<file path="config.mk">
export PLATFORM = sky130hd
export DESIGN_NAME = fa_tag_store
export DESIGN_NICKNAME = d
export VERILOG_FILES = /design/src/rtl/fa_tag_store.sv
export SDC_FILE = /design/constraint.sdc
export NUM_CORES = 1
export LEC_CHECK = 0
export BUFFER_PORTS_ARGS = -buffer_cell sky130_fd_sc_hd__buf_2
export CAP_MARGIN = 0
export CORE_UTILIZATION = 61
export DETAILED_ROUTE_END_ITERATION = 10
export HOLD_SLACK_MARGIN = 0.02
export PLACE_DENSITY_LB_ADDON = 0.3
export SLEW_MARGIN = 25
export SYNTH_ARGS = -nofsm -noshare
export SYNTH_HDL_FRONTEND = slang
export SYNTH_SLANG_ARGS = --single-unit
export TNS_END_PERCENT = 30
</file>
<file path="constraint.sdc">
create_clock -name clk_i -period 10.5 [get_ports clk_i]
set_input_delay 0.525 -clock clk_i [delete_from_list [all_inputs] [get_ports clk_i]]
set_output_delay 0.525 -clock clk_i [all_outputs]
set_load 0.02 [all_outputs]
</file>
<file path="src/rtl/fa_tag_store.sv">
// Fully-associative tag/data store with registered lookup and
// pseudo-LRU tracker interface (touch port out, victim index in).
module fa_tag_store #(
  parameter int ENTRIES = 8,
  parameter int TAG_W   = 27,
  parameter int DATA_W  = 44,
  localparam int IDX_W  = $clog2(ENTRIES),
  localparam int CNT_W  = IDX_W + 1
) (
  input  logic              clk_i,
  input  logic              rst_i,
  input  logic              lookup_valid_i,
  input  logic [TAG_W-1:0]  lookup_tag_i,
  output logic              resp_valid_o,
  output logic              resp_hit_o,
  output logic [DATA_W-1:0] resp_data_o,
  input  logic              fill_valid_i,
  output logic              fill_ready_o,
  input  logic [TAG_W-1:0]  fill_tag_i,
  input  logic [DATA_W-1:0] fill_data_i,
  input  logic              flush_i,
  output logic              access_hit_o,
  output logic [IDX_W-1:0]  access_idx_o,
  input  logic [IDX_W-1:0]  replacement_idx_i,
  output logic [CNT_W-1:0]  count_o
);

  logic [ENTRIES-1:0] valid_q;
  logic [TAG_W-1:0]   tag_q  [ENTRIES];
  logic [DATA_W-1:0]  data_q [ENTRIES];
  logic [CNT_W-1:0]   count_q;

  logic [ENTRIES-1:0] lk_match, fl_match;
  logic [IDX_W-1:0]   lk_idx, dup_idx, free_idx, victim;
  logic               lk_any, dup_any, free_any;
  logic               fill_acc, lk_hit, grow;

  // Per-slot tag comparators for the lookup and the fill de-dup search.
  for (genvar g = 0; g < ENTRIES; g++) begin : g_cmp
    assign lk_match[g] = valid_q[g] && (tag_q[g] == lookup_tag_i);
    assign fl_match[g] = valid_q[g] && (tag_q[g] == fill_tag_i);
  end

  assign fill_ready_o = ~flush_i;
  assign fill_acc     = fill_valid_i & ~flush_i;

  // Lowest-index priority encoders (scan downward so the lowest set bit wins).
  always_comb begin
    lk_idx   = '0;
    dup_idx  = '0;
    free_idx = '0;
    lk_any   = |lk_match;
    dup_any  = |fl_match;
    free_any = ~&valid_q;
    for (int i = ENTRIES - 1; i >= 0; i--) begin
      if (lk_match[i]) lk_idx = IDX_W'(i);
      if (fl_match[i]) dup_idx = IDX_W'(i);
      if (!valid_q[i]) free_idx = IDX_W'(i);
    end
  end

  // A same-tag fill in the lookup cycle hides the slot until the next cycle,
  // so the lookup and the fill never both touch the tracker for one entry.
  assign lk_hit = lookup_valid_i & lk_any & ~flush_i &
                  ~(fill_acc & (fill_tag_i == lookup_tag_i));
  assign victim = dup_any ? dup_idx : (free_any ? free_idx : replacement_idx_i);
  assign grow   = fill_acc & ~dup_any & free_any;

  // Valid bits and occupancy count; flush wins over everything.
  always_ff @(posedge clk_i or posedge rst_i) begin
    if (rst_i) begin
      valid_q <= '0;
      count_q <= '0;
    end else if (flush_i) begin
      valid_q <= '0;
      count_q <= '0;
    end else if (fill_acc) begin
      valid_q[victim] <= 1'b1;
      if (grow && count_q != CNT_W'(ENTRIES)) count_q <= count_q + 1'b1;
    end
  end

  // Tag/data storage, written on accepted fill; contents need no reset.
  always_ff @(posedge clk_i) begin
    if (fill_acc) begin
      tag_q[victim]  <= fill_tag_i;
      data_q[victim] <= fill_data_i;
    end
  end

  // Registered lookup response.
  always_ff @(posedge clk_i or posedge rst_i) begin
    if (rst_i) begin
      resp_valid_o <= 1'b0;
      resp_hit_o   <= 1'b0;
      resp_data_o  <= '0;
    end else begin
      resp_valid_o <= lookup_valid_i;
      resp_hit_o   <= lk_hit;
      resp_data_o  <= lk_hit ? data_q[lk_idx] : '0;
    end
  end

  // Tracker touch: lookup hit beats fill; index holds when idle.
  always_ff @(posedge clk_i or posedge rst_i) begin
    if (rst_i) begin
      access_hit_o <= 1'b0;
      access_idx_o <= '0;
    end else if (lk_hit) begin
      access_hit_o <= 1'b1;
      access_idx_o <= lk_idx;
    end else if (fill_acc) begin
      access_hit_o <= 1'b1;
      access_idx_o <= victim;
    end else begin
      access_hit_o <= 1'b0;
    end
  end

  assign count_o = count_q;

endmodule

</file>
# Word level (Yosys, flattened, before mapping)
# Memories as Yosys holds them, arrays and structs flattened.
# Index checks and enable logic that the tools add are counted.
dict set report op_classes {
  add_sub_neg 1
  n_lt_le_gt_ge 2
  n_eq_ne 18
  n_mux 39
  n_bitwise 11
  n_reduce_logical 26
}
# op count
set op_table {}
lappend op_table {{== test 27 bit} 17}
lappend op_table {{2-to-1 mux 3 bit} 28}
lappend op_table {{2-to-1 mux 44 bit} 1}
lappend op_table {{logical AND 1 bit} 18}
lappend op_table {{2-to-1 mux 8 bit} 2}
lappend op_table {{OR reduction 8 bit} 2}
lappend op_table {{2-to-1 mux 4 bit} 3}
lappend op_table {{bitwise OR 8 bit} 1}
lappend op_table {{AND reduction 8 bit} 1}
lappend op_table {{bitwise AND 1 bit} 7}
lappend op_table {{nonzero test 2 bit} 3}
lappend op_table {{adder 4 x 1 -> 4 bit (second input constant)} 1}
lappend op_table {{< comparator 3 x 4 -> 1 bit (second input constant)} 1}
lappend op_table {{2-to-1 mux 1 bit} 4}
lappend op_table {{!= test 4 bit (second input constant)} 1}
lappend op_table {{demux 1 bit (select 3 bit)} 1}
lappend op_table {{>= comparator 3 x 1 -> 1 bit (second input constant)} 1}
lappend op_table {{inverter 1 bit} 3}
lappend op_table {{AND reduction 2 bit} 1}
lappend op_table {{zero test 1 bit} 1}
dict set report word_totals {
  reg_bits 62
  ram_bits 568
  out_inout_bits 55
  word_cells 106
  mem_count 2
}
# memory words width rd rd_clocked_by_memory_dff write_ports line
set memory_table {}
lappend memory_table {data_q 8 44 1 0 1 30} ;# logic [DATA_W-1:0] data_q [ENTRIES];
lappend memory_table {tag_q 8 27 8 0 1 29} ;# logic [TAG_W-1:0] tag_q [ENTRIES];

# Depth between registers and ports, before layout
# Gate-level depths: netlist of run 1.
dict set report depth {
  word_depth 18
  ltp_mapped 12
}

# Worst setup path after synthesis of run 1
# OpenSTA, ideal clock, no wires.
dict set report synth_timing {
  path_type {input to register}
  start {input fill_tag_i[10]}
  end {memory data_q[5][0], enable pin}
  arrival_time_ns 7.302
  slack_ns 2.594
  stages 10
  cell_sequence {buf_2 xnor2_1 nand4_1 nor4_1 nand4_1 nand4_1 o21bai_1 or2_2 clkbuf_1 nor3b_1}
}
dict set report synth_between {
  elab_chain_cells 11
  word_cells_on_any_way 26
  cone_classes {eq/ne: 8; mux: 9; reduce/logical: 9}
}
# element line
set synth_lines {}
lappend synth_lines {{start, declared} 19} ;# input logic [TAG_W-1:0] fill_tag_i,
lappend synth_lines {{== test 27 bit} 41} ;# assign fl_match[g] = valid_q[g] && (tag_q[g] == fill_tag_i);
lappend synth_lines {{logical AND 1 bit} 41}
lappend synth_lines {{2-to-1 mux 3 bit (8 in series)} 57} ;# if (fl_match[i]) dup_idx = IDX_W'(i);
lappend synth_lines {{2-to-1 mux 3 bit *} 66} ;# assign victim = dup_any ? dup_idx : (free_any ? free_idx : replacement_idx_i);
lappend synth_lines {{end, declared} 30}
# Mark *: on every way between the ends. The rest lies on a longest branch, timed or not.

==> results of run 1 <==
[power groups by stage]
stage,Combinational [mW],Clock (mW),Sequential [mW]
floorplan,0.179,0,2.84
global placement,0.320,0,2.84
detailed placement,0.322,0,2.84
CTS,0.325,2.36,2.79
global route,0.350,2.45,2.79
finish,0.336,2.33,2.79
[kinds of logic (layout without fill, tap and decap cells)]
logic type / after synthesis / in the layout / synth area share (%)
buf+inv: 103 / 317 / 2.23
mux: 192 / 192 / 6.77
fa+ha+maj: 2 / 2 / 0.0882
flops: 630 / 630 / 65.6
simple gates: 312 / 312 / 6.60
other cells: 0 / 1 / 0
xor+xnor: 462 / 462 / 14.4
compound gates: 123 / 123 / 4.30
[worst register-to-register path, cell delays in order (launching register included)]
cell and delay (ns):
edfxtp_1 0.42, xor2_1 0.18, nor4_1 0.95, nand4_1 0.36, nand4_1 0.30, o21bai_1 0.12
or2_2 0.36, nor3b_2 0.74, buf_4 0.45, buf_4 0.64
[stage by stage]
stage                     power [mW]  area (um2)
after global placement          3.16       29600
after CTS                       5.48       31800
final                           5.46       31800
after global routing            5.59       31800
after detailed placement        3.16       29600
after floorplan                 3.02       28400
[cells in the mapped netlist, drive strengths merged (3+ instances only)]
cell type / count / area share, %
nand2b: 3 / 0.066
nor2b: 3 / 0.066
or4: 7 / 0.20
a21o: 4 / 0.11
nor4b: 8 / 0.25
xnor2: 259 / 8.2
buf: 75 / 1.9
a21boi: 3 / 0.079
nand2: 43 / 0.57
mux2i: 192 / 6.8
nand4b: 3 / 0.093
dfrtp: 62 / 5.5
nor2: 13 / 0.17
o21ai: 3 / 0.053
o22a: 30 / 0.93
nor3: 11 / 0.21
o221ai: 32 / 1.7
xor2: 203 / 6.3
clkbuf: 18 / 0.24
a22o: 3 / 0.093
nand3: 13 / 0.25
and2: 3 / 0.066
edfxtp: 568 / 60
inv: 10 / 0.13
o211a: 15 / 0.53
nor4: 80 / 1.8
a21oi: 17 / 0.30
nand4: 116 / 2.6
[final timing paths]
path                                    to  slack [ns]  depth (start not counted)
setup / recovery             data_q[5][40]        5.59                          9
max in group asynchronous       valid_q[5]        9.91                          3
setup reg to reg             data_q[5][40]        5.59                          9
hold reg to reg            resp_data_o[17]        0.57                          2
min in group asynchronous  resp_data_o[14]        0.11                          3
hold / removal                resp_valid_o        0.08                          1
[final cells by class]
cell class / count / area, um2 / area share [%]
Inverter: 10 / 37.5 / 0.118
Clock inverter: 30 / 313 / 0.983
Timing Repair Buffer: 187 / 1040 / 3.27
Antenna cell: 1 / 2.50 / 0.00787
Clock buffer: 90 / 1850 / 5.83
Sequential cell: 630 / 18600 / 58.5
Multi-Input combinational cell: 1091 / 9210 / 28.9
Tap cell: 600 / 751 / 2.36
[metal layers]
metal	track usage [%]	vias up	wire length [um]
met3	14.9	110	10400
met4	8.97	4	1840
li1	-	7288	-
met1	49.1	8543	34000
met5	0	-	18
met2	49.7	920	35100
[registers in the layout, summed over array words and instances, names as in the netlist]
signal	cells
resp_valid_o	1
tag_q	216
data_q	352
access_hit_o	1
valid_q	8
access_idx_o	3
resp_data_o	44
count_o	4
resp_hit_o	1
==> flow_metrics.env, run 1 <==
export IMPL_status="complete, no violations"
export IMPL_root_buffer="clkbuf_16"
export IMPL_worst_path_buf_inv=2
export IMPL_syn_nets=1932
export IMPL_die_h_um=218
export IMPL_setup_viol=0
export IMPL_p_leak_nw=10.9
export IMPL_htree_levels=3
export IMPL_power_switching_mw=1.22
export IMPL_drc=0
export IMPL_tightest_slew_ns=1.10
export IMPL_dieArea_mm2=0.0474
export IMPL_grt_pass1_wl_um=116000
export IMPL_ys_warn_count=0
export IMPL_pwr_share_comb_pct=6.1
export IMPL_syn_area_mm2=0.0284
export IMPL_vdd_drop_max_v=0.000165
export IMPL_p_int_mw=4.24
export IMPL_synth_cell_types=60
export IMPL_drt_wl_total_um=81400
export IMPL_first_pass_iters=5
export IMPL_sw_frac_of_total_pct=22.4
export IMPL_antenna_found_initial=3
export IMPL_critPathCaptureType="register"
export IMPL_maxCapViolCount=0
export IMPL_io_pins=161
export IMPL_synthArstFlopShare_pct=9.84
export IMPL_start_util_pct=62.1
export IMPL_crit_path_cell_trace="xor2_1 -> nor4_1 -> nand4_1 -> nand4_1 -> o21bai_1 -> or2_2 -> nor3b_2 -> buf_4 -> buf_4"
export IMPL_slew_viol_final=0
export IMPL_nFillCells=3012
export IMPL_hold_class="in2reg"
export IMPL_initialDrtViolationCount=1999
export IMPL_fin_setup_tns_ns=0
export IMPL_cts_tree="done"
export IMPL_seq_power_share_pct=51.1
export IMPL_area_growth_pct=12.1
export IMPL_hold_slack_ns=0.0751
export IMPL_max_freq_mhz=204
export IMPL_post_cts_setup_buffer_count=0
export IMPL_layout_nets=2094
export IMPL_crit_arrival_ns=5.14
export IMPL_r2r_start="tag_q[7][5]"
export IMPL_cp_slowest_cell="nor4_1"
export IMPL_critPathMaxFanout=45
export IMPL_pwr_density_cell_mw_per_mm2=172
export IMPL_core_mm2=0.0457
export IMPL_cp_top_family="simple AND/OR/NAND/NOR gates"
export IMPL_relSlewSlack_pct=26.5
export IMPL_hold_violations=0
export IMPL_ys_flop_type="edfxtp_1"
export IMPL_post_place_cells=2518
export IMPL_gp_congestion=1.09
export IMPL_ant_nets=0
export IMPL_grtUsageTotal_pct=34.9
export IMPL_avgSynthCellArea_um2=15.6
export IMPL_cpPeakStageDelay_ns=0.95
export IMPL_clock_skew_ns=0.0170
export IMPL_crit_required_ns=10.73
export IMPL_synth_edff_count=568
export IMPL_ys_seq_elements=630
export IMPL_numCtsBuffers=66
export IMPL_cts_sinks=630
export IMPL_wl_per_cell_um=30.8
export IMPL_post_route_util_pct=69.7
export IMPL_numPortBuffers=160
export IMPL_synth_sequential_area_ratio_pct=65.6
export IMPL_die_x_um=218
export IMPL_final_common_cell="edfxtp_1"
export IMPL_rsz0062_at_grt="no"
export IMPL_clock_latency_ns=0.60
export IMPL_cts_resized=0
export IMPL_vias=16900
export IMPL_clkTransAtPathRegs_ns=0.06
export IMPL_worstHoldStart="lookup_valid_i"
export IMPL_cts_max_path_buffers=3
export IMPL_grt_start_max_net_pins=149
export IMPL_avgViaCountPerCell=6.39
export IMPL_grt_overflow=0
export IMPL_grt_pass1_vias=16800
export IMPL_place_ws_ns=5.16
export IMPL_cts_hold_buffers_added=0
export IMPL_dp_hpwl_um=53500
export IMPL_startpoint="tag_q[7][5]"
export IMPL_mostFrequentLayoutCells="edfxtp_1 (568), xnor2_1 (252), xor2_1 (203)"
export IMPL_synthCells=1824
export IMPL_layout_setup_ws_ns=5.59
export IMPL_fin_crit_ns=4.91
export IMPL_rows=78
export IMPL_drive_gt1_share_pct=17.2
export IMPL_pwr_share_clk_pct=42.8
export IMPL_layoutNonFillerInstCount=2639
export IMPL_finalCritPeriodShare_pct=46.8
export IMPL_cp_start_kind="register"
export IMPL_worstSetupPathType="reg2reg"
(Power assumes the default switching activity.)
==> inputs of run 2 (changes only) <==
--- a/config.mk
+++ b/config.mk
@@ -7,7 +7,7 @@
 export LEC_CHECK = 0
 export BUFFER_PORTS_ARGS = -buffer_cell sky130_fd_sc_hd__buf_2
 export CAP_MARGIN = 0
-export CORE_UTILIZATION = 61
+export CORE_UTILIZATION = 55
 export DETAILED_ROUTE_END_ITERATION = 10
 export HOLD_SLACK_MARGIN = 0.02
 export PLACE_DENSITY_LB_ADDON = 0.3
==> constraint.sdc (replaced) <==
create_clock -name clk_i -period 4 [get_ports clk_i]
set_input_delay 0.2 -clock clk_i [delete_from_list [all_inputs] [get_ports clk_i]]
set_output_delay 0.2 -clock clk_i [all_outputs]
set_load 0.02 [all_outputs]
==> run 2 against run 1 <==
  * Cell count up 11%
  * Clock skew grew 0.011 ns
  * Largest power group unchanged
  * Register-to-register slack got worse by 5.2 ns
  * Wire length rose by 11%
  * Power grew to 2.7 times the previous value
  * Design area increased by 7.6%
  * Highest routed layer is now met4
==> flow_metrics.env, run 2 (synthesis results as in run 1) <==
export IMPL_status="complete, no violations"
export IMPL_post_place_cells=2748
export IMPL_maxCapViolCount=0
export IMPL_crit_path_cell_trace="dlygate4sd3_1 -> buf_2 -> buf_4 -> xnor2_1 -> nand4_1 -> nor4_1 -> nand4_1 -> nand4_1 -> nor3_2 -> nor3_4 -> inv_2 -> nor3_4 -> buf_4 -> buf_12"
export IMPL_worst_path_most_repeated_cell="nand4_1"
export IMPL_largest_register_ffs=352
export IMPL_antenna_found_initial=2
export IMPL_die_h_um=229
export IMPL_grtUsageTotal_pct=34.7
export IMPL_vias=18000
export IMPL_fin_crit_ns=3.75
export IMPL_relSlewSlack_pct=51.7
export IMPL_hold_class="in2reg"
export IMPL_grt_overflow=0
export IMPL_critPathMaxFanout=21
export IMPL_pwr_density_cell_mw_per_mm2=433
export IMPL_die_x_um=229
export IMPL_cts_sinks=630
export IMPL_hold_slack_ns=0.0597
export IMPL_setup_viol=0
export IMPL_first_pass_iters=5
export IMPL_rows=82
export IMPL_numPortBuffers=160
export IMPL_vdd_drop_max_v=0.000464
export IMPL_cts_max_path_buffers=3
export IMPL_tightest_slew_ns=0.725
export IMPL_largest_registers="data_q: 352 flops, tag_q: 216 flops, resp_data_o: 44 flops"
export IMPL_area_growth_pct=20.6
export IMPL_core_mm2=0.0505
export IMPL_drt_wl_total_um=90200
export IMPL_ant_nets=0
export IMPL_wl_per_cell_um=30.8
export IMPL_avgViaCountPerCell=6.15
export IMPL_dp_hpwl_um=62200
export IMPL_numCtsBuffers=67
export IMPL_cp_start_kind="input port"
export IMPL_layout_nets=2310
export IMPL_cpPeakStageDelay_ns=0.54
export IMPL_grt_pass1_wl_um=128000
export IMPL_cts_tree="done"
export IMPL_mostFrequentLayoutCells="edfxtp_1 (568), xnor2_1 (252), xor2_1 (203)"
export IMPL_htree_levels=3
export IMPL_fin_setup_tns_ns=0
export IMPL_cp_slowest_cell="dlygate4sd3_1"
export IMPL_root_buffer="clkbuf_16"
export IMPL_regMostFlops="data_q"
export IMPL_place_area_mm2=0.0314
export IMPL_clkTransAtPathRegs_ns=0.06
export IMPL_stdcell_area_mm2=0.0342
export IMPL_grt_start_max_net_pins=49
export IMPL_gp_congestion=0.998
export IMPL_p_leak_nw=12.1
export IMPL_crit_arrival_ns=4.05
export IMPL_design_power_total_mw=14.8
export IMPL_critPathCaptureType="register"
export IMPL_drive_gt1_share_pct=22.7
export IMPL_worst_path_buf_inv=6
export IMPL_slew_viol_final=0
export IMPL_nFillCells=3475
export IMPL_clock_latency_ns=0.62
export IMPL_start_util_pct=56.2
export IMPL_initialDrtViolationCount=1966
export IMPL_layoutNonFillerInstCount=2931
export IMPL_clock_skew_ns=0.0281
export IMPL_grt_pass1_vias=18200
export IMPL_max_freq_mhz=267
export IMPL_final_common_cell="edfxtp_1"
export IMPL_drc=0
export IMPL_worstSetupPathType="in2reg"
export IMPL_cp_top_family="simple AND/OR/NAND/NOR gates"
export IMPL_dieArea_mm2=0.0525
export IMPL_cts_resized=0
export IMPL_post_cts_setup_buffer_count=0
export IMPL_rsz0062_at_grt="no"
export IMPL_io_pins=161
export IMPL_finalCritPeriodShare_pct=93.7
export IMPL_hold_violations=0
export IMPL_crit_required_ns=4.31
[run 2: area by class of cell]
type,instances,area (um2),share of cell area [%]
diodes,3,7.51,0.0219
clock buffers,90,1860,5.42
clock inverters,33,433,1.26
inverters,10,38.8,0.113
multi-input cells,1091,9250,27.0
flip-flops and latches,630,18600,54.4
well taps,672,841,2.46
repair buffers,402,3200,9.34
[run 2: power by group]
| part | switching, mW | total [mW] | internal, mW | leakage (nW) |
|---|---|---|---|---|
| sequential | 0.0453 | 7.32 | 7.27 | 5.99 |
| combinational | 0.691 | 1.05 | 0.356 | 5.02 |
| clock | 2.70 | 6.47 | 3.77 | 1.11 |
[run 2: repair_timing]
action	4_1_cts	5_1_grt
endpoints found under the hold margin	410	0
setup endpoints to repair	0	0
hold buffers	57	0
[run 2: stage by stage]
stage / utilization (%) / setup WS (ns)
after floorplan: - / -0.968
after global placement: 62.1 / 0.194
after detailed placement: 62.1 / 0.184
after CTS: 67.8 / 0.404
after global routing: 67.8 / 0.189
final: 67.8 / 0.252
[run 2: worst paths after layout]
check	start	endpoint	slack, ns	cells after the start
min in group asynchronous	rst_i	resp_data_o[20]	0.23	3
worst min-delay path	fill_tag_i[19]	tag_q[2][19]	0.06	1
max in group asynchronous	rst_i	valid_q[7]	2.75	4
worst max-delay path	fill_tag_i[8]	data_q[6][14]	0.25	14
worst max register to register	tag_q[5][5]	data_q[6][14]	0.39	11
worst min register to register	data_q[0][21]	resp_data_o[21]	0.57	2
[run 2: worst register-to-register path: stages, from the launching register on]
cell and delay [ns]:
edfxtp_1 0.42, xnor2_1 0.31, nand4_1 0.15, nor4_1 0.45, nand4_1 0.37, nand4_1 0.31
nor3_2 0.08, nor3_4 0.39, inv_2 0.15, nor3_4 0.26, buf_4 0.20, buf_12 0.20
[run 2: layer usage]
metal	track usage (%)	part of all wire, %
met2	53.8	46
met4	12.6	3.4
met3	9.87	10
met5	0	0
met1	46.9	41
==> inputs of run 3 (changes only) <==
--- a/config.mk
+++ b/config.mk
@@ -5,7 +5,7 @@
 export SDC_FILE = /design/constraint.sdc
 export NUM_CORES = 1
 export LEC_CHECK = 0
-export BUFFER_PORTS_ARGS = -buffer_cell sky130_fd_sc_hd__buf_2
+export BUFFER_PORTS_ARGS = -buffer_cell sky130_fd_sc_hd__buf_4
 export CAP_MARGIN = 0
 export CORE_UTILIZATION = 55
 export DETAILED_ROUTE_END_ITERATION = 10
==> run 3 against run 2 <==
  * Wire length is 12% lower
  * Non-clock buffer count decreased by 112
  * First-iteration DRC count fell by 13%
  * Clock power rose by 2%
  * Combinational power is 7% lower
  * Critical path type is now reg2reg
  * Sequential share of layout area is 0.86 points higher
  * Global-route usage shrank 4.4 points
  * Worst setup slack better by 0.045 ns
  * Power rose by 0.36%
  * Count of clock-buffer cells in the layout shrank 9
  * Hold slack improved by 0.043 ns
  * Critical path depth fell by 4
==> flow_metrics.env, run 3 (synthesis results as in run 1) <==
export IMPL_setup_viol=0
export IMPL_numCtsBuffers=67
export IMPL_layout_setup_ws_ns=0.297
export IMPL_cts_resized=0
export IMPL_slew_viol_final=0
export IMPL_rows=82
export IMPL_drive_gt1_share_pct=18.2
export IMPL_mostFrequentLayoutCells="edfxtp_1 (568), xnor2_1 (252), xor2_1 (203)"
export IMPL_dp_hpwl_um=48600
export IMPL_drc=0
export IMPL_clock_latency_ns=0.62
export IMPL_die_x_um=229
export IMPL_tightest_slew_ns=0.763
export IMPL_grt_pass1_wl_um=116000
export IMPL_vdd_drop_max_v=0.000505
export IMPL_htree_levels=3
export IMPL_worstSetupPathType="reg2reg"
export IMPL_vias=17600
export IMPL_cts_sinks=630
export IMPL_first_pass_iters=5
export IMPL_critPathMaxFanout=31
export IMPL_design_power_total_mw=14.9
export IMPL_antenna_found_initial=2
export IMPL_crit_required_ns=4.30
export IMPL_max_freq_mhz=270
export IMPL_p_leak_nw=11.6
export IMPL_start_util_pct=56.2
export IMPL_maxCapViolCount=0
export IMPL_layout_nets=2198
export IMPL_largest_register_ffs=352
export IMPL_clock_skew_ns=0.0330
export IMPL_crit_arrival_ns=4.01
export IMPL_fin_crit_ns=3.70
export IMPL_final_common_cell="edfxtp_1"
export IMPL_hold_class="in2reg"
export IMPL_initialDrtViolationCount=1719
export IMPL_hold_violations=0
export IMPL_cts_tree="done"
export IMPL_place_ws_ns=0.385
export IMPL_pwr_density_cell_mw_per_mm2=442
export IMPL_seqCellArea_mm2=0.0186
export IMPL_root_buffer="clkbuf_16"
export IMPL_nFillCells=3472
export IMPL_status="complete, no violations"
export IMPL_io_pins=161
export IMPL_clkTransAtPathRegs_ns=0.06
export IMPL_regMostFlops="data_q"
export IMPL_critPathCaptureType="register"
export IMPL_cp_start_kind="register"
export IMPL_multi_input_area_mm2=0.00925
export IMPL_largest_registers="data_q: 352 flops, tag_q: 216 flops, resp_data_o: 44 flops"
export IMPL_dieArea_mm2=0.0525
export IMPL_wl_per_cell_um=28.0
export IMPL_die_h_um=229
export IMPL_core_mm2=0.0505
export IMPL_drt_wl_total_um=79000
export IMPL_area_growth_pct=18.7
export IMPL_finalCritPeriodShare_pct=92.6
export IMPL_cts_max_path_buffers=3
export IMPL_grtUsageTotal_pct=30.3
export IMPL_grt_start_max_net_pins=73
export IMPL_post_cts_setup_buffer_count=0
export IMPL_grt_pass1_vias=17700
export IMPL_relSlewSlack_pct=48.8
export IMPL_ant_nets=0
export IMPL_avgViaCountPerCell=6.25
export IMPL_gp_congestion=0.982
export IMPL_grt_overflow=0
export IMPL_hold_slack_ns=0.103
export IMPL_numPortBuffers=160
export IMPL_rsz0062_at_grt="no"
==> run 3: changes by cell type in the layout (fill, tap and decap cells not counted), sizes merged, moves of 2 or more <==
cell         change
clkbuf           -9
clkinv           +4
dlygate4sd3     +17
clkinvlp         +2
buf            -129
bufinv           +3
==> run 3: final cells by class <==
class	count	share of cell area [%]
Timing Repair Buffer	290	7.73
Sequential cell	630	55.2
Clock inverter	42	1.62
Clock buffer	81	5.37
Multi-Input combinational cell	1091	27.4
Inverter	10	0.115
Tap cell	672	2.50
Antenna cell	2	0.0149
==> run 3: path summary, 6_finish.rpt <==
| kind | startpoint | cells after the start | slack [ns] | endpoint |
|---|---|---|---|---|
| worst max-delay path | tag_q[1][9] | 10 | 0.30 | data_q[1][40] |
| worst min register to register | data_q[0][23] | 2 | 0.57 | resp_data_o[23] |
| min in group asynchronous | rst_i | 4 | 0.35 | resp_data_o[20] |
| worst min-delay path | fill_valid_i | 3 | 0.10 | access_hit_o |
| max in group asynchronous | rst_i | 4 | 3.15 | resp_data_o[34] |
| worst max register to register | tag_q[1][9] | 10 | 0.30 | data_q[1][40] |
==> run 3: repair_timing <==
action                                  CTS  global route
endpoints found under the setup margin    0             0
hold buffers                             74             0
endpoints found under the hold margin   592             0
==> run 3: layer usage <==
layer / vias up / GRT usage (%) / wire, um
li1: 7505 / - / -
met1: 8870 / 41.2 / 31300
met2: 1020 / 46.8 / 36200
met3: 223 / 6.76 / 7930
met4: 0 / 13.6 / 3470
met5: - / 0 / 0
==> run 3: report_power, final <==
part / internal, mW / switching [mW]
Clock: 3.92 / 2.67
Sequential: 7.27 / 0.0448
Combinational: 0.346 / 0.632
Total: 11.5 / 3.35
==> run 3: worst max-delay path: stages, from the launching register on <==
cell      delay (ns)
edfxtp_1        0.42
xnor2_1         0.27
nand4_1         0.17
nor4_1          0.37
nand4_1         0.29
nand4_1         0.26
o21bai_1        0.17
nand3_1         0.27
nor2b_1         0.32
and2_4          0.56
buf_12          0.23
==> run 3: stage by stage <==
step	TNS, ns	instances	area, um2	utilization [%]
floorplan	-143.15	1824	28500	-
global placement	0	2619	30600	60.6
detailed placement	0	2619	30600	60.6
CTS	0	2816	33700	66.7
global route	0	2818	33700	66.8
finish	0	2818	33700	66.8
